--- config.mk ---
export PLATFORM = sky130hd
export DESIGN_NAME = series_arbiter
export DESIGN_NICKNAME = d
export VERILOG_FILES = /design/src/rtl/series_arbiter.sv
export SDC_FILE = /design/constraint.sdc
export NUM_CORES = 1
export LEC_CHECK = 0
export ABC_AREA = 1
export BUFFER_PORTS_ARGS = -buffer_cell sky130_fd_sc_hd__buf_2
export CORE_MARGIN = 2
export CORE_UTILIZATION = 46
export CTS_BUF_LIST = sky130_fd_sc_hd__clkbuf_16
export CTS_CLUSTER_DIAMETER = 60
export DETAILED_ROUTE_END_ITERATION = 10
export GPL_TIMING_DRIVEN = 1
export MAX_ROUTING_LAYER = met4
export PLACE_DENSITY_LB_ADDON = 0.08
export SYNTH_ARGS = -nofsm -noshare
export SYNTH_HDL_FRONTEND = slang
export SYNTH_SLANG_ARGS = --single-unit
export TNS_END_PERCENT = 50
--- constraint.sdc ---
create_clock -name clk -period 2.7 [get_ports clk]
set_input_delay 0.54 -clock clk [delete_from_list [all_inputs] [get_ports clk]]
set_output_delay 0.54 -clock clk [all_outputs]
set_load 0.05 [all_outputs]
--- src/rtl/series_arbiter.sv ---
// series_arbiter: round-robin arbiter that lets N requesters share a single
// series datapath controller. It grants one requester at a time, issues a
// start pulse, waits for the datapath to go busy and come back, then returns
// the result with a one-cycle done pulse. A datapath that never goes busy
// ends the transaction after TMO cycles with err set.
module series_arbiter #(
    parameter int N   = 4,
    parameter int W   = 16,
    parameter int TMO = 4
) (
    input  logic           clk,
    input  logic           rst,
    input  logic [N-1:0]   req,
    input  logic [N*W-1:0] x_in,
    input  logic           dp_ready,
    input  logic [W-1:0]   dp_result,
    output logic           dp_start,
    output logic [W-1:0]   dp_x,
    output logic [N-1:0]   gnt,
    output logic [N-1:0]   done,
    output logic [W-1:0]   res,
    output logic           err
);

    localparam int LW = (N > 1) ? $clog2(N) : 1;
    localparam int CW = (TMO > 1) ? $clog2(TMO + 1) : 1;

    typedef enum logic [2:0] {
        IDLE      = 3'd0,
        GRANT     = 3'd1,
        WAIT_BUSY = 3'd2,
        WAIT_DONE = 3'd3,
        DELIVER   = 3'd4
    } state_t;

    state_t          state_q, state_d;
    logic [N-1:0]    gnt_q, gnt_d;
    logic [N-1:0]    done_q, done_d;
    logic            dp_start_q, dp_start_d;
    logic            err_q, err_d;
    logic [W-1:0]    dp_x_q, dp_x_d;
    logic [W-1:0]    res_q, res_d;
    logic [CW-1:0]   cnt_q, cnt_d;
    logic            tmo_q, tmo_d;
    logic [LW-1:0]   last_q, last_d;

    logic            found;
    logic [LW-1:0]   win;
    logic [LW-1:0]   cand_idx;
    logic [W-1:0]    win_x;
    int              cand;

    // Round-robin search: first request after the last winner, wrapping around.
    always_comb begin
        found    = 1'b0;
        win      = '0;
        cand     = 0;
        cand_idx = '0;
        for (int i = 1; i <= N; i++) begin
            cand     = (int'(last_q) + i) % N;
            cand_idx = LW'(cand);
            if (!found && req[cand_idx]) begin
                found = 1'b1;
                win   = cand_idx;
            end
        end
    end

    // Select the winner's operand slice from the packed operand bus.
    always_comb begin
        win_x = '0;
        for (int k = 0; k < N; k++) begin
            if (LW'(k) == win) begin
                win_x = x_in[k*W +: W];
            end
        end
    end

    // Next-state and next-output logic; all outputs are registered from here.
    always_comb begin
        state_d    = state_q;
        gnt_d      = gnt_q;
        done_d     = '0;
        dp_start_d = 1'b0;
        err_d      = 1'b0;
        dp_x_d     = dp_x_q;
        res_d      = res_q;
        cnt_d      = cnt_q;
        tmo_d      = tmo_q;
        last_d     = last_q;
        case (state_q)
            IDLE: begin
                if (dp_ready && found) begin
                    state_d    = GRANT;
                    gnt_d      = N'(1) << win;
                    dp_x_d     = win_x;
                    last_d     = win;
                    dp_start_d = 1'b1;
                end
            end
            GRANT: begin
                state_d = WAIT_BUSY;
            end
            WAIT_BUSY: begin
                if (!dp_ready) begin
                    state_d = WAIT_DONE;
                end else begin
                    cnt_d = cnt_q + CW'(1);
                    if (cnt_d == CW'(TMO)) begin
                        state_d = DELIVER;
                        tmo_d   = 1'b1;
                        done_d  = gnt_q;
                        res_d   = '0;
                        err_d   = 1'b1;
                    end
                end
            end
            WAIT_DONE: begin
                if (dp_ready) begin
                    state_d = DELIVER;
                    done_d  = gnt_q;
                    res_d   = dp_result;
                    err_d   = tmo_q;
                end
            end
            DELIVER: begin
                state_d = IDLE;
                gnt_d   = '0;
                cnt_d   = '0;
                tmo_d   = 1'b0;
            end
            default: begin
                state_d = IDLE;
                gnt_d   = '0;
                cnt_d   = '0;
                tmo_d   = 1'b0;
            end
        endcase
    end

    // State and output registers with synchronous active-low reset.
    always_ff @(posedge clk) begin
        if (!rst) begin
            state_q    <= IDLE;
            gnt_q      <= '0;
            done_q     <= '0;
            dp_start_q <= 1'b0;
            err_q      <= 1'b0;
            dp_x_q     <= '0;
            res_q      <= '0;
            cnt_q      <= '0;
            tmo_q      <= 1'b0;
            last_q     <= LW'(N - 1);
        end else begin
            state_q    <= state_d;
            gnt_q      <= gnt_d;
            done_q     <= done_d;
            dp_start_q <= dp_start_d;
            err_q      <= err_d;
            dp_x_q     <= dp_x_d;
            res_q      <= res_d;
            cnt_q      <= cnt_d;
            tmo_q      <= tmo_d;
            last_q     <= last_d;
        end
    end

    assign dp_start = dp_start_q;
    assign dp_x     = dp_x_q;
    assign gnt      = gnt_q;
    assign done     = done_q;
    assign res      = res_q;
    assign err      = err_q;

endmodule

* Word-level counts from Yosys, hierarchy flattened *
Index checks and enable logic that the tools add are counted.

operators by class
  add/sub/neg operators = 5
  order comparisons = 4
  equality and inequality tests = 12
  shift operators = 1
  muxes and demuxes = 45
  bitwise operators = 2
  reduce and logical (&&, ||, !) cells = 19

operators by type and width
  operator                                             number
  2-to-1 mux 16 bit                                    7
  case mux 16 bit (2 select lines)                     1
  2-to-1 mux 4 bit                                     4
  case mux 4 bit (2 select lines)                      2
  2-to-1 mux 3 bit                                     5
  2-to-1 mux 1 bit                                     14
  < comparator 2 x 3 -> 1 bit (second input constant)  4
  case mux 3 bit (4 select lines)                      1
  binary-select mux 1 bit (select 2 bit)               4
  2-to-1 mux 2 bit                                     4
  inequality test 2 bit (second input constant)        4
  AND reduction 2 bit                                  4
  == test 3 x 2 -> 1 bit (second input constant)       2
  case mux 3 bit (2 select lines)                      1
  AND reduction 3 bit                                  2
  OR reduction 3 bit                                   2
  adder 2 x 1 -> 2 bit (second input constant)         2
  adder 2 bit (second input constant)                  2
  == test 2 bit (first input constant)                 2
  logical AND 1 bit                                    4
  case mux 1 bit (2 select lines)                      2
  AND reduction 4 bit                                  1
  left shift 1 x 2 -> 4 bit (first input constant)     1
  adder 3 x 1 -> 3 bit (second input constant)         1
  other kinds (9)                                      12

storage, ports and cells
  bits in registers = 51
  input bits = 87
  output and inout bits = 42

* Logic depth before layout (Yosys ltp) *
Gate-level depths: netlist of run 1.

  word-level depth = 18
  depth in mapped cells = 17
  depth with buffers taken out = 15

* Worst setup path before layout of run 1 *
OpenSTA, ideal clock, no wires.

  path type = in2reg
  start = input port req[3]
  end = register dp_x_q[6], in the netlist dp_x[6]
  library setup time = 141 ps
  data arrival time = 1707 ps
  required time = 2559 ps
  slack = 853 ps
  stages on the path = 13
  cells stage by stage = nand2_1 nand2_2 nand2_1 nand2_2 nor2_8 nand3b_1 nand2_4 nand2_2 buf_4 o21ai_1 inv_1 nand2_2 a21oi_2

between the ends
  word-level cells in the longest chain between the ends = 17
  elaborated cells on any way between the ends = 32
  classes of those cells = eq/ne: 3; mux: 20; reduce/logical: 9

RTL lines
  element                                 RTL line  source
  start, declared                         13        input logic [N-1:0] req,
  binary-select mux 1 bit (select 2 bit)  62        if (!found && req[cand_idx]) begin
  2-to-1 mux 1 bit (implied by the code)  62
  2-to-1 mux 1 bit                        62
  zero test 1 bit                         62
  logical AND 1 bit                       62
  2-to-1 mux 1 bit                        62
  zero test 1 bit                         62
  logical AND 1 bit                       62
  2-to-1 mux 1 bit                        62
  zero test 1 bit                         62
  logical AND 1 bit                       62
  2-to-1 mux 2 bit                        62
  zero test 2 bit                         73        if (LW'(k) == win) begin
  2-to-1 mux 16 bit (4 in a row)          73
  end signal, assigned                    160       dp_x_q <= dp_x_d;
  end, declared                           41        logic [W-1:0] dp_x_q, dp_x_d;

Several ways; a longest one is shown, not always the timed one. The select of a mux whose other input is x is not followed.
A chain may end at the register's enable or synchronous reset.

* Final worst setup path of run 1 *
  start = register last_q[0]
  end = register dp_x_q[1], in the netlist dp_x[1]

between the ends
  word-level cells in the longest chain between the ends = 18
  elaborated cells on any way between the ends = 36
  classes of those cells = add/sub: 4; eq/ne: 3; mux: 20; reduce/logical: 9

RTL lines
  element                                 RTL line  source
  start, declared                         45        logic [LW-1:0] last_q, last_d;
  start signal, assigned                  153       last_q <= LW'(N - 1);
  start signal, assigned                  164       last_q <= last_d;
  adder 2 x 1 -> 2 bit                    60        cand = (int'(last_q) + i) % N;
  binary-select mux 1 bit (select 2 bit)  62
  2-to-1 mux 1 bit (implied by the code)  62
  2-to-1 mux 1 bit                        62
  zero test 1 bit                         62
  logical AND 1 bit                       62
  2-to-1 mux 1 bit                        62
  zero test 1 bit                         62
  logical AND 1 bit                       62
  2-to-1 mux 1 bit                        62
  zero test 1 bit                         62
  logical AND 1 bit                       62
  2-to-1 mux 2 bit                        62
  zero test 2 bit                         73
  2-to-1 mux 16 bit (4 in a row)          73

Several ways; a longest one is shown, not always the timed one. The select of a mux whose other input is x is not followed.

==> impl_results.md, run 1 <==
- Status: finished, final reports clean
- Vias in the first global route: ~2900
- Hold Crit Class: register to register
- Setup ws final: 0.519 ns
- Lkg Pwr: around 1.9 nW
- Worst slew pin tran: between 0.9 and 1 ns
- First-pass GRT wire length: between 10 and 15 mm
- Post-synth EDFFs: 0
- Seq/Total Area, Yosys: 0.356
- Endpoints failing setup: 0
- Synth async-reset ratio: 0
- RSZ-0062 raised after global routing: no
- Commonest cells after routing, fill and taps aside: buf_2 (128), nand2_1 (96), dfxtp_1 (51), nand3_1 (37), inv_1 (36)
- Multi-input logic area: about 1600 um^2
- Pin count of the biggest net entering global routing: 28
- Final GP Congestion: 0.837
- Drt initial violations: 97
- Via-per-instance ratio: around 4.9
- Slew margin rel.: 0.386
- Critical path cell sequence: inv_4 > nand2_1 > nand2_1 > nand2_2 > nand2_4 > nor2_8 > nand3b_1 > nand2_4 > nand2_2 > o21ai_0 > inv_1 > nand2_1 > a21oi_2
- Final Hold Viols: 0
- Antenna Nets Post-Route: 0
- Critical path peak fanout: 15
- Avg Inst Size Synth: 7.12 um^2
- DIE WIDTH: 83.0 um
- Largest family of logic cells by synthesized area: simple AND/OR/NAND/NOR gates
- Slowest cell on the critical path: dfxtp_1
- Pwr per Cell Area: 1360 nW/um^2
- DR vias: ~3000
- Initial Util: 0.479
- Floorplan core area: between 5000 and 6000 um^2
- Clock slew at reported path FFs: 0.07 ns
- Root buffer cell: clkbuf_16
- Diode count: 0
- Worst path max stage delay: approximately 0.54 ns
- Worst EP arrival: between 2 and 2.5 ns
- Hold-fix buffers, CTS: 0
- Synth Instances: about 400
- Number of buffers added on ports: ~130
- GRT Total Usage: 0.223
- Total gr overflow: 0
- Post-Syn Nets: around 500
- Initial antenna violation count: 0
- Layout cells sized above 1: 0.375
- Clk_skew: approximately 0.0042 ns
- Crit path time final: around 2.2 ns
- Period Utilization, post-route: 0.808
- Synth warn: 0
- Layout fillers: about 570
- Critical path's most frequent cell: nand2_1
- Area Overhead vs Synth: 28.0%
- TritonCTS clock tree: yes
- Synthesized-area fraction occupied by adder cells: 0.00872
- Hold WS: 0.457 ns
- Synth Flop Type: dfxtp_1
- Post-Synth Simple-Gate Area: 0.381
- Place WS: 0.505 ns
- Worst skew pair latency: 0.28 ns
- DR DRC count: 0
- Net count, final: just over 600
- Cell Area, Synth: approximately 2900 um^2
- Avg WL per Cell: 12.1 um
- Critical path type: register to register
- CTS sink cnt: 51
- Required time of the critical path: 2.83 ns
- Synth Area in Compound Gates: 0.154
- Ports: ~130
- Clk buf depth: 2
- Mux contribution to synthesized area: 0
- TritonRoute pass-1 iters: 4
- Postcts setup bufs: 0
- Rows: 28
- CTS resizes: 0
- Distinct cell type count after synthesis: 35
- Max Slew Vio Count: 0
- Setup TNS: 0 ns
- Post-Synth XOR/XNOR Area: 0
- Commonest non-fill, non-tap cell in the layout: buf_2
- Buf/Inv on CP: 2
- Die ar.: 6880 um^2
- Final core occ: 0.613
- Detailed Place HPWL: about 5.6 mm
- Die height: around 83 um
- CP Capture Type: register
- Fmax: approximately 0.46 GHz
- Register Area: 1020 um^2
- Startpoint types: register
- H-tree levels: 2
- Seq cells post-synth: 51
- Cell family with most CP delay: simple AND/OR/NAND/NOR gates
- Peak supply drop: ~0.85 mV
- DRT Wirelength: a little over 7 mm
- CTS Buf Count: 5
- Max-capacitance violation count: 0
-- cell type report --
class / count / share of cell area
multi-input cells: 291 / 0.424
clock inverters: 3 / 0.00545
inverters: 44 / 0.0463
flip-flops and latches: 51 / 0.278
clock buffers: 5 / 0.0341
well taps: 75 / 0.0255
repair buffers: 134 / 0.187
-- cell families after synthesis --
logic type / Yosys count
AND/OR/NAND/NOR: 213
AO/OA/AOI/OAI: 76
adder cells (fa/ha/maj): 2
buffers and inverters: 61
flip-flops: 51
-- per-layer routing --
metal	wire length, um	GRT usage	vias up
met5	0	-	-
met4	60	0.0417	0
met3	371	0.0388	4
met2	3570	0.372	77
met1	3280	0.286	1327
li1	-	-	1563
-- cell usage after synthesis, types with 2 or more instances --
master | count | area share
nand3_1 | 37 | 0.065
nand3_2 | 4 | 0.014
nor3_1 | 5 | 0.0087
or2_0 | 4 | 0.0087
a21oi_1 | 31 | 0.054
o211ai_1 | 5 | 0.013
nand2_4 | 4 | 0.016
buf_2 | 5 | 0.0087
nor2_2 | 2 | 0.0044
nand2_2 | 23 | 0.050
ha_1 | 2 | 0.0087
buf_4 | 2 | 0.0052
inv_4 | 2 | 0.0044
inv_1 | 36 | 0.047
nand3b_1 | 2 | 0.0052
o21ai_1 | 6 | 0.010
nand4_1 | 7 | 0.015
a21oi_2 | 9 | 0.027
nand2_1 | 96 | 0.13
clkbuf_1 | 6 | 0.0078
inv_2 | 6 | 0.0078
dfxtp_1 | 51 | 0.36
nor2_1 | 22 | 0.029
buf_6 | 2 | 0.0078
o21ai_0 | 21 | 0.037
nor2_8 | 4 | 0.028
-- worst paths after layout --
path | startpoint | end | slack, ns | depth (start not counted)
min | cnt_q[0]$_SDFFE_PN0P_ | cnt_q[0]$_SDFFE_PN0P_ | 0.46 | 1
min reg2reg | cnt_q[0]$_SDFFE_PN0P_ | cnt_q[0]$_SDFFE_PN0P_ | 0.46 | 1
max reg2reg | last_q[0]$_SDFFE_PN1P_ | dp_x[1]$_SDFFE_PN0P_ | 0.52 | 13
max | last_q[0]$_SDFFE_PN1P_ | dp_x[1]$_SDFFE_PN0P_ | 0.52 | 13
-- worst reg2reg max path: stages, from the launching register on --
cell and delay, ns:
dfxtp_1 0.54, inv_4 0.11, nand2_1 0.08, nand2_1 0.09, nand2_2 0.12, nand2_4 0.08
nor2_8 0.10, nand3b_1 0.13, nand2_4 0.21, nand2_2 0.21, o21ai_0 0.20, inv_1 0.05
nand2_1 0.07, a21oi_2 0.05
-- state kept, by name (all words and copies together) (netlist names) --
name	count
cnt_q	3
gnt	4
err	1
done	4
res	16
dp_x	16
state_q	3
tmo_q	1
dp_start	1
last_q	2
-- where the power goes --
part           leakage (nW)  internal (mW)  switching [mW]
Combinational          1.37           1.03            2.30
Sequential            0.415          0.927           0.127
Clock                0.0674          0.342           0.277
Total                  1.86           2.30            2.71
-- per-stage QoR --
step | area [um^2] | std cells | power [mW]
2_1_floorplan | 2870 | 403 | 3.95
3_3_place_gp | 3530 | 595 | 4.38
3_5_place_dp | 3530 | 595 | 4.42
4_1_cts | 3670 | 603 | 5.05
5_1_grt | 3670 | 603 | 5.48
6_report | 3670 | 603 | 5.01
(Power assumes the default switching activity.)
==> inputs of run 2 (changes only) <==
Clock period 2.7 ns to 2.2 ns, I/O delays scaled along.
==> impl_results.md, run 2 (same netlist as run 1, synthesis figures left out) <==
- Status: finished, final reports clean
- Layout cells sized above 1: 0.389 (+0.0138)
- Lkg Pwr: 1.90 nW (+2.6%)
- Worst EP arrival: 2.23 ns (-0.08 ns)
- GRT Total Usage: 0.223 (+0.000621)
- Diode count: 0 (unchanged)
- Post-route cell area: 3760 um^2 (+2.4%)
- Detailed Place HPWL: 5.67 mm (+2.1%)
- Die ar.: 6880 um^2 (unchanged)
- Worst skew pair latency: 0.30 ns (+0.02 ns)
- Critical path peak fanout: 9 (-6)
- Worst Hold Depth: 3 (+2)
- R2R depth: 16 (+3)
- Hold Crit Class: input pin to register
- Max Slew Vio Count: 0 (unchanged)
- H-tree levels: 2 (unchanged)
- Final Hold Viols: 0 (unchanged)
- Antenna Nets Post-Route: 0 (unchanged)
- TritonRoute pass-1 iters: 5 (+1)
- Worst slew pin tran: 0.417 ns (-0.502 ns)
- First-pass GRT wire length: 12.6 mm (-1.2%)
- Setup TNS: 0 ns (unchanged)
- Commonest non-fill, non-tap cell in the layout: buf_2
- Hold-fix buffers, CTS: 0 (unchanged)
- Initial Util: 0.479 (unchanged)
- Peak supply drop: 1.01 mV (+18%)
- Setup ws final: 0.202 ns (-0.317 ns)
- Final GP Congestion: 0.882 (+5.4%)
- Layout fillers: 557 (-3.0%)
- Endpoints failing setup: 0 (unchanged)
- RSZ-0062 raised after global routing: no
- Commonest cells after routing, fill and taps aside: buf_2 (128), nand2_1 (96), dfxtp_1 (49), nand3_1 (37), inv_1 (36)
- Area post-placement: 3570 um^2 (+1.1%)
- Max-capacitance violation count: 0 (unchanged)
- Required time of the critical path: 2.43 ns (-0.40 ns)
- Number of buffers added on ports: 128 (unchanged)
- Hold WS: 0.402 ns (-0.0546 ns)
- Pin count of the biggest net entering global routing: 33 (+18%)
- Crit path time final: 2.00 ns (-0.183 ns)
- Fmax: 0.500 GHz (+9.1%)
- DR vias: 3060 (+3.0%)
- Worst hold start: dp_result[5]
- Clk_skew: 0.00877 ns (+0.00452 ns)
- Total gr overflow: 0 (unchanged)
- Ports: 129 (unchanged)
- Drt initial violations: 123 (+27%)
- Place WS: 0.0678 ns (-0.438 ns)
- DIE WIDTH: 83.0 um (unchanged)
- Critical path type: register to register
- Via-per-instance ratio: 5.02 (+1.8%)
- Clock slew at reported path FFs: 0.07 ns (about the same)
- Initial antenna violation count: 0 (unchanged)
- Root buffer cell: clkbuf_16
- Final non-filler cell total: 610 (+1.2%)
- DRT Wirelength: 7.57 mm (+4.0%)
- Avg WL per Cell: 12.4 um (+2.8%)
- Reg2Reg Setup Slack: 0.20 ns (-0.32 ns)
- CP Capture Type: register
- Net count, final: 623 (+1.1%)
- Startpoint types: register
- CTS sink cnt: 51 (unchanged)
- Die height: 83.0 um (unchanged)
- Area Overhead vs Synth: 31.1%
- Total power: 6.57 mW (+31%)
- Final core occ: 0.628 (+0.0146)
- Slew margin rel.: 0.722 (+0.336)
- CTS Buf Count: 5 (unchanged)
- Floorplan core area: 5990 um^2 (unchanged)
- Clk buf depth: 2 (unchanged)
- Vias in the first global route: 2833 (-1.1%)
- WHS Endpoint: res[5]$_SDFFE_PN0P_
- Pwr per Cell Area: 1750 nW/um^2 (+28%)
- Period Utilization, post-route: 0.908 (+0.101)
- TritonCTS clock tree: yes
- DR DRC count: 0 (unchanged)
- Worst reg2reg path endpoint: dp_x[1]$_SDFFE_PN0P_
- Placed Cells: 600 (+0.84%)
- Rows: 28 (unchanged)
- Reg-to-Reg Start: last_q[0]$_SDFFE_PN1P_
-- run 2: changes by cell type in the layout (fill, tap and decap cells not counted), sizes merged --
cell,delta
buf,+7
clkinv,-2
inv,+1
bufinv,+1
-- run 2: worst max-delay path by stage --
| stage | startpoint | endpoint | slack [ns] | cells after the start |
|---|---|---|---|---|
| detailed placement | last_q[0]$_SDFFE_PN1P_ | dp_x[5]$_SDFFE_PN0P_ | 0.07 | 15 |
| finish | last_q[0]$_SDFFE_PN1P_ | dp_x[1]$_SDFFE_PN0P_ | 0.20 | 16 |
| floorplan | last_q[0]$_SDFFE_PN1P_ | dp_x[15]$_SDFFE_PN0P_ | 0.40 | 17 |
| global route | last_q[0]$_SDFFE_PN1P_ | dp_x[5]$_SDFFE_PN0P_ | 0.008 | 16 |
| CTS | last_q[0]$_SDFFE_PN1P_ | dp_x[5]$_SDFFE_PN0P_ | 0.05 | 15 |
| global placement | req[2] | dp_x[7]$_SDFFE_PN0P_ | 0.15 | 16 |
-- run 2: area by class of cell --
cell class,instances,area [um^2],area share
clock buffer,5,125,0.0333
clock inverter,3,46.3,0.0123
inverter,44,170,0.0452
multi-input combinational,291,1560,0.414
sequential,51,1030,0.273
tap,75,93.8,0.0250
timing repair buffer,141,742,0.197
-- run 2: worst max-delay path, stage by stage, from the launching register on --
cell and delay (ns):
dfxtp_4 0.40, inv_4 0.07, nand2_2 0.07, nand2_2 0.05, nand2_1 0.09, nand2_2 0.09
nor2_8 0.14, nand3_2 0.08, nand2_2 0.06, nand2_2 0.09, buf_4 0.18, nor2_8 0.17
buf_6 0.17, nand2_2 0.05, nand4_1 0.06, nand2_1 0.07, a21oi_2 0.10
-- run 2: what timing repair did --
item,CTS,global route
setup endpoints to repair,0,17
gates resized for setup,0,5
setup buffers,0,2
-- run 2: per-layer routing --
| layer | vias to the layer above | GRT usage | share of wire |
|---|---|---|---|
| met5 | - | - | 0 |
| met4 | 0 | 0.0581 | 0.013 |
| met3 | 10 | 0.0487 | 0.066 |
| met2 | 104 | 0.372 | 0.47 |
| met1 | 1367 | 0.276 | 0.45 |
| li1 | 1579 | - | - |
-- run 2: report_power, final --
group          internal, mW  switching, mW  total, mW
sequential             1.15          0.155       1.30
clock                 0.541          0.360      0.901
combinational          1.44           2.92       4.37
total                  3.13           3.44       6.57
==> inputs of run 3 (changes only) <==
Settings changed: ABC_AREA 1 to unset, SLEW_MARGIN set to 20.
==> impl_results.md, run 3 <==
- Status: finished, final reports clean
- Seq/Total Area, Yosys: 0.394 (+0.0385)
- DRT Wirelength: 6.60 mm (-13%)
- Commonest cells after routing, fill and taps aside: buf_2 (128), dfxtp_1 (51), nand2_1 (38), nor2_1 (24), nand3_1 (16)
- CTS resizes: 0 (unchanged)
- Synth Flop Type: dfxtp_1
- Pin count of the biggest net entering global routing: 33 (unchanged)
- Net count, final: 484 (-22%)
- Ports: 129 (unchanged)
- Endpoints failing setup: 0 (unchanged)
- First-pass GRT wire length: 10.5 mm (-17%)
- Total gr overflow: 0 (unchanged)
- DIE WIDTH: 79.0 um (-4.8%)
- Avg Inst Size Synth: 9.70 um^2 (+36%)
- Layout fillers: 508 (-8.8%)
- Register Area: 1020 um^2 (-0.49%)
- Initial Util: 0.473 (-0.00588)
- Avg WL per Cell: 14.1 um (+14%)
- RSZ-0062 raised after global routing: no
- Multi-input logic area: 1460 um^2 (-6.1%)
- Required time of the critical path: 2.40 ns (-0.03 ns)
- Period Utilization, post-route: 0.895 (-0.0133)
- Clk buf depth: 2 (unchanged)
- Initial antenna violation count: 0 (unchanged)
- Diode count: 0 (unchanged)
- Startpoint types: register
- Floorplan core area: 5470 um^2 (-8.6%)
- Synth area leader: dfxtp_1
- Commonest non-fill, non-tap cell in the layout: buf_2
- Hold Crit Class: input pin to register
- Distinct cell type count after synthesis: 53 (+51%)
- Detailed Place HPWL: 4.91 mm (-14%)
- Worst path max stage delay: 0.49 ns (+0.09 ns)
- Critical path peak fanout: 16 (+7)
- Worst slew pin tran: 0.663 ns (+0.246 ns)
- Vias in the first global route: 2259 (-20%)
- Die height: 79.0 um (-4.8%)
- Synth top area cells: dfxtp_1 (39%), o32ai_2 (5.7%), nand2_1 (5.5%)
- Most frequent cell after synthesis: dfxtp_1
- TritonRoute pass-1 iters: 4 (-1)
- CTS sink cnt: 51 (unchanged)
- Area Overhead vs Synth: 34.1%
- Drt initial violations: 95 (-23%)
- Area post-placement: 3300 um^2 (-7.4%)
- Synth Instances: 267 (-34%)
- Max-capacitance violation count: 0 (unchanged)
- Cell Area, Synth: 2590 um^2 (-9.8%)
- Root buffer cell: clkbuf_16
- Setup TNS: 0 ns (unchanged)
- TritonCTS clock tree: yes
- Hold-fix buffers, CTS: 0 (unchanged)
- Postcts setup bufs: 0 (unchanged)
- Post-synth EDFFs: 0 (unchanged)
- Lkg Pwr: 1.57 nW (-18%)
- CP Capture Type: register
- Antenna Nets Post-Route: 0 (unchanged)
- H-tree levels: 2 (unchanged)
- Clk_skew: 0.00577 ns (-0.00299 ns)
- Final Hold Viols: 0 (unchanged)
- Die ar.: 6240 um^2 (-9.3%)
- Clock slew at reported path FFs: 0.07 ns (about the same)
- Number of buffers added on ports: 128 (unchanged)
- Peak supply drop: 0.367 mV (-64%)
- Synth warn: 0 (unchanged)
- Crit path time final: 1.97 ns (-0.0292 ns)
- Rows: 27 (-3.6%)
- Post-route cell area: 3470 um^2 (-7.7%)
- Slew margin rel.: 0.558 (-0.164)
- GRT Total Usage: 0.217 (-0.00613)
- Max Slew Vio Count: 0 (unchanged)
- Top post-synthesis cells by count: dfxtp_1 (51), nand2_1 (38), nor2_1 (24)
- DR vias: 2466 (-19%)
- Critical path type: register to register
- Seq cells post-synth: 51 (unchanged)
- Worst skew pair latency: 0.29 ns (about the same)
- Worst EP arrival: 2.16 ns (-0.07 ns)
- Placed Cells: 460 (-23%)
- Final GP Congestion: 0.876 (-0.76%)
- DR DRC count: 0 (unchanged)
- Post-Syn Nets: 356 (-28%)
- Slowest cell on the critical path: nor2_2
- Via-per-instance ratio: 5.27 (+5.0%)
- CTS Buf Count: 5 (unchanged)
- Layout cells sized above 1: 0.467 (+0.0784)
- Pwr per Cell Area: 751 nW/um^2 (-57%)
- Synth async-reset ratio: 0 (unchanged)
- Critical path cell sequence: nor2_1 > o311ai_4 > nor2_2 > nand2_1 > buf_4 > o32ai_2
- Yosys top cell area share: 0.394 (+0.0385)
- Final non-filler cell total: 468 (-23%)
- Fmax: 0.508 GHz (+1.5%)
run 3: changes by cell type in the layout (fill, tap and decap cells not counted), moves of 10 or more:
cell,previous run,this run
inv_1,36,2
nand3_1,37,16
a21oi_1,31,4
a21boi_0,0,15
a22oi_1,0,10
nand2_1,96,38
o21ai_0,21,8
nand2_2,23,0
run 3: logic make-up after synthesis:
kind of cell | share of synthesized area
AND/OR/NAND/NOR | 0.183
AO/OA/AOI/OAI | 0.279
flip-flops | 0.394
buffers and inverters | 0.0425
multiplexers | 0.0884
adder cells (fa/ha/maj) | 0.00966
XOR/XNOR | 0.00338
run 3: worst paths after layout:
check | depth (start not counted) | start | endpoint | slack, ns
hold / removal | 3 | dp_result[7] | res[7]$_SDFFE_PN0P_ | 0.40
setup reg to reg | 6 | state_q[1]$_SDFFE_PN0P_ | dp_x[8]$_SDFFE_PN0P_ | 0.23
hold reg to reg | 2 | res[7]$_SDFFE_PN0P_ | res[7]$_SDFFE_PN0P_ | 0.45
setup / recovery | 6 | state_q[1]$_SDFFE_PN0P_ | dp_x[8]$_SDFFE_PN0P_ | 0.23
run 3: area by class of cell:
| cell class | instances | area share |
|---|---|---|
| Multi-Input combinational cell | 198 | 0.421 |
| Tap cell | 72 | 0.0260 |
| Clock buffer | 5 | 0.0360 |
| Clock inverter | 3 | 0.0126 |
| Inverter | 2 | 0.00216 |
| Sequential cell | 51 | 0.294 |
| Timing Repair Buffer | 137 | 0.208 |
run 3: critical path, delay by kind of cell, from the launching register on:
kind,cells,cell delay (ns)
simple gates,3,0.87
buf+inv,1,0.22
flops,1,0.34
compound gates,2,0.46
run 3: where the power goes:
part	total (mW)	leakage [nW]	switching [mW]	internal [mW]
combinational	0.710	1.07	0.433	0.277
clock	0.884	0.0838	0.347	0.537
sequential	1.01	0.415	0.0359	0.977
total	2.61	1.57	0.816	1.79
run 3: stage by stage:
step	util	power, mW	hold WS, ns	worst slack, ns
2_1_floorplan	-	1.54	0.437	0.501
3_3_place_gp	0.603	1.73	0.436	0.217
3_5_place_dp	0.603	1.75	0.444	0.145
4_1_cts	0.634	2.62	0.401	0.232
5_1_grt	0.634	2.72	0.410	0.0202
6_report	0.634	2.61	0.404	0.231
run 3: metal layers:
metal,track usage,up-vias,share of wire
met1,0.268,1141,0.44
met5,-,-,0
met4,0.0603,0,0.010
li1,-,1233,-
met2,0.362,84,0.49
met3,0.0455,8,0.056
